[src/rtl/fetch_unit.sv]
// fetch_unit: fetches bytes from memory, assembles little-endian 16-bit ops
// and queues them with their PC in a small FIFO for the consumer.
module fetch_unit #(
  parameter int                ADDR_W   = 16,
  parameter logic [ADDR_W-1:0] RESET_PC = '0,
  parameter int                DEPTH    = 2
) (
  input  logic              clk,
  input  logic              rst_n,
  input  logic              redirect,
  input  logic [ADDR_W-1:0] redirect_pc,
  output logic              mem_req,
  output logic [ADDR_W-1:0] mem_addr,
  input  logic              mem_ack,
  input  logic [7:0]        mem_rdata,
  output logic              op_valid,
  input  logic              op_ready,
  output logic [15:0]       op_data,
  output logic [ADDR_W-1:0] op_pc
);
  localparam int PW = $clog2(DEPTH);
  localparam logic [PW:0] FULL = (PW+1)'(DEPTH);
  typedef enum logic [1:0] {IDLE, LO, HI} state_t;
  state_t state;
  logic [ADDR_W-1:0] fetch_pc, addr, target, next_pc;
  logic [7:0] low;
  logic discard, push, pop, room;
  logic [PW-1:0] wr, rd;
  logic [PW:0] count, count_after;
  logic [15:0] buf_data [DEPTH];
  logic [ADDR_W-1:0] buf_pc [DEPTH];
  assign target = redirect_pc & ~ADDR_W'(1);
  assign next_pc = fetch_pc + ADDR_W'(2);
  assign push = state == HI && mem_ack && !discard && !redirect;
  assign pop = op_valid && op_ready;
  assign count_after = count + (PW+1)'(push) - (PW+1)'(pop);
  assign room = count_after < FULL;
  assign mem_req = state != IDLE;
  assign mem_addr = addr;
  assign op_valid = count != '0;
  assign op_data = op_valid ? buf_data[rd] : '0;
  assign op_pc = op_valid ? buf_pc[rd] : '0;
  always_ff @(posedge clk) begin
    if (push) begin
      buf_data[wr] <= {mem_rdata, low};
      buf_pc[wr] <= fetch_pc;
    end
  end
  // a redirect during an unacked request keeps the bus request alive and drops its data
  always_ff @(posedge clk or negedge rst_n) begin
    if (!rst_n) begin
      state <= IDLE;
      fetch_pc <= RESET_PC;
      addr <= RESET_PC;
      low <= '0;
      discard <= 1'b0;
      wr <= '0;
      rd <= '0;
      count <= '0;
    end else begin
      if (redirect) begin
        wr <= '0;
        rd <= '0;
        count <= '0;
        low <= '0;
        fetch_pc <= target;
        if (state != IDLE && !mem_ack) discard <= 1'b1;
        else begin
          discard <= 1'b0;
          state <= LO;
          addr <= target;
        end
      end else begin
        wr <= wr + PW'(push);
        rd <= rd + PW'(pop);
        count <= count_after;
        case (state)
          IDLE: if (room) begin
            state <= LO;
            addr <= fetch_pc;
          end
          LO: if (mem_ack) begin
            if (discard) begin
              discard <= 1'b0;
              addr <= fetch_pc;
            end else begin
              low <= mem_rdata;
              state <= HI;
              addr <= fetch_pc | ADDR_W'(1);
            end
          end
          HI: if (mem_ack) begin
            if (discard) begin
              discard <= 1'b0;
              state <= LO;
              addr <= fetch_pc;
            end else begin
              fetch_pc <= next_pc;
              addr <= next_pc;
              state <= room ? LO : IDLE;
            end
          end
          default: state <= IDLE;
        endcase
      end
    end
  end
endmodule

[config.mk]
export PLATFORM = sky130hd
export DESIGN_NAME = fetch_unit
export DESIGN_NICKNAME = d
export VERILOG_FILES = /design/src/rtl/fetch_unit.sv
export SDC_FILE = /design/constraint.sdc
export NUM_CORES = 1
export LEC_CHECK = 0
export CAP_MARGIN = 20
export CORE_ASPECT_RATIO = 0.6
export CORE_MARGIN = 1
export CORE_UTILIZATION = 30
export DETAILED_ROUTE_END_ITERATION = 8
export GPL_TIMING_DRIVEN = 1
export SYNTH_ARGS = -nofsm -noshare
export SYNTH_HDL_FRONTEND = slang
export SYNTH_SLANG_ARGS = --single-unit
[constraint.sdc]
create_clock -name clk -period 3.2 [get_ports clk]
set_input_delay 0.64 -clock clk [delete_from_list [all_inputs] [get_ports clk]]
set_output_delay 0.64 -clock clk [all_outputs]
set_load 0.02 [all_outputs]
==> flow_summary.json, run 1 <==
{
  "gp_congestion": 0.779,
  "area_growth_pct": 26.5,
  "cts.path.max_buffers": 2,
  "fin_ws_ns": 0.165,
  "met3_usage_pct": 4.99,
  "insertedDiodeCount": 0,
  "dp_hpwl_um": 8380,
  "layout_min_cycle_time_ns": 3.03,
  "io_buffers": 76,
  "ys_types": 48,
  "globalRouteMet2Util_pct": 20.5,
  "hold_class": "in2async",
  "post-synth-top-area-cell": "edfxtp_1",
  "clkSinkCount": 108,
  "start_util_pct": 31.0,
  "dpl_cell_area_um2": 6140,
  "synth-edff-count": 62,
  "critical-path-slowest-cell": "dfrtp_2",
  "avgRoutedWirePerCell_um": 16.1,
  "die_x_um": 170,
  "die-area_um2": 17500,
  "grt.busiest_layer": "met1",
  "syn-num-nets": 474,
  "hold_ws_ns": 0.330,
  "grt_overflow": 0,
  "skew_ns": 0.00841,
  "drc_errors": 0,
  "wl_um": 11900,
  "critPathArrivalTime_ns": 2.39,
  "drive_above_1_share_pct": 8.22,
  "worstPathMaxFanout": 32,
  "crit_path_start_kind": "flip-flop",
  "ctsRootBufferMaster": "clkbuf_16",
  "synth_most_common_cell": "nor2_1",
  "drv_cap": 0,
  "fin_nets": 545,
  "drtIter0Drc": 248,
  "cts_buffers": 9,
  "tns_ns": 0,
  "first_pass_iters": 5,
  "num_rows": 36,
  "cts_hold_buf": 0,
  "antenna_found_initial": 0,
  "io_pins": 79,
  "grt_max_degree": 37,
  "vias": 3559,
  "cts_resized": 0,
  "path_class": "reg2out",
  "power_leakage_nw": 2.33,
  "design_area_um2": 6430,
  "synth_top_area_share_pct": 36.6,
  "worst_pin_slew_ns": 0.958,
  "h-tree-depth": 3,
  "synthArstFlopShare_pct": 42.6,
  "post_drt_via_cell_ratio": 4.82,
  "final.fill_count": 1576,
  "postCtsSetupRepairBufs": 0,
  "ys_warn_count": 0,
  "yosys-top-cells-count": "nor2_1, edfxtp_1, dfrtp_1, mux2i_1, nand2_1",
  "cts_tree": "yes",
  "setup_viol": 0,
  "peakVddDrop_mv": 0.349,
  "coreArea_um2": 16400,
  "cpPeakStageDelay_ns": 1.00,
  "slew_headroom_pct": 36.1,
  "syn_avg_cell_area_um2": 11.7,
  "synthFlopType": "edfxtp_1",
  "syn_inst": 435,
  "ys_seq_area_share_pct": 59.3,
  "clk_latency_ns": 0.35,
  "path_cells": "mux2i_1 > nor2_1 > clkdlybuf4s50_1",
  "clk_pin_slew_worst_paths_ns": 0.07,
  "yosys_register_bits": 108,
  "synth_area_um2": 5080,
  "finalHoldViolCount": 0,
  "timing.fmax_ghz": 0.329,
  "cp-end-kind": "output port",
  "grt_pass1_wl_um": 18900,
  "finalPower_mw": 5.31,
  "required_ns": 2.56,
  "grt_pass1_vias": 3482,
  "dp_slack_ns": 0.147,
  "die_height_um": 103,
  "p_per_area_nw_per_um2": 826,
  "finalCritPeriodShare_pct": 94.8,
  "synth_area_leaders": "edfxtp_1, dfrtp_1, mux2i_1",
  "grtUsageTotal_pct": 14.5,
  "grt_util_met1_pct": 21.1,
  "grt_setup_unrepaired": "no",
  "status": "completed",
  "final_max_slew_viol_count": 0,
  "ant_nets": 0
}
-- cells in the final DEF, fill, tap and decap left out, types with 2 or more instances in the layout --
master and n:
nor3_1 9, o31ai_1 10, nand2_1 34, mux2i_1 42, ha_1 10, xnor2_1 14, buf_4 13, nor2b_1 2
o21ai_0 11, clkbuf_16 9, and2_1 4, o22ai_1 4, nor2_1 66, a31oi_1 2, inv_1 9, nand2b_1 3
or3_1 2, nor4_1 2, nand3_1 5, a21o_1 3, buf_12 3, a211oi_1 2, clkdlybuf4s50_1 75, xor2_1 7
o31ai_2 2, o41ai_1 3, clkinvlp_4 2, a21oi_1 17, dfrtp_1 45, edfxtp_1 62, o21a_1 3, nand4_1 5
a221oi_1 8
-- layer usage --
| layer | up-vias | wire (µm) |
|---|---|---|
| li1 | 1698 | - |
| met1 | 1719 | 6100 |
| met2 | 133 | 4800 |
| met3 | 9 | 952 |
| met4 | 0 | 73 |
| met5 | - | 0 |
-- stage by stage --
step / utilization [%] / cells
5_1_grt: 39.2 / 739
3_3_place_gp: 37.4 / 723
4_1_cts: 39.2 / 739
3_5_place_dp: 37.4 / 723
6_report: 39.2 / 739
2_1_floorplan: - / 435
-- area by class of cell --
cell class,count,area (µm²),area share (%)
inverters,9,33.8,0.525
multi-input cells,286,1890,29.4
flip-flops and latches,108,3010,46.9
repair buffers,92,913,14.2
clock inverters,6,62.6,0.973
well taps,228,285,4.44
clock buffers,10,229,3.56
-- state kept, by name, indices dropped and copies added, names as in the netlist --
signal	cells
low	8
fetch_pc	15
wr	1
discard	1
buf_data	32
state	2
buf_pc	30
count	2
mem_addr	16
rd	1
-- worst max-delay path, delay by kind of cell (launching register included) --
kind          cells  cell delay [ns]
flops             1             1.00
buf+inv           1             0.65
simple gates      1             0.21
mux               1             0.17
-- worst paths after layout --
path | cells past startpoint | to | slack (ns) | from
hold / removal | 1 | state[0] | 0.33 | rst_n
min in group clk | 0 | buf_data[0][6] | 0.47 | low[6]
hold reg to reg | 0 | buf_data[0][6] | 0.47 | low[6]
setup / recovery | 3 | op_pc[12] | 0.17 | rd
setup reg to reg | 12 | state[0] | 0.43 | state[0]
max in group asynchronous | 2 | fetch_pc[10] | 2.22 | rst_n
-- logic make-up (layout without fill, tap and decap cells) --
logic type,after synthesis,count (layout),share of synthesized area [%]
buf+inv,41,117,3.52
compound gates,69,69,9.36
simple gates,141,141,12.7
mux,43,43,8.50
other cells,1,1,0.0738
fa+ha+maj,10,10,2.46
xor+xnor,22,22,4.06
flops,108,108,59.3
-- report_power, final --
group	internal, mW	switching [mW]	leakage (nW)
registers	1.67	0.253	1.12
clock network	0.606	0.485	0.137
logic	1.06	1.23	1.07
No activity file was read; power rests on OpenSTA's default activity.
==> run 2: changes to the inputs <==
Settings changed: TNS_END_PERCENT set to 20.
==> results of run 2 <==
Final layout, timing and power as in run 1 (identical DEF).
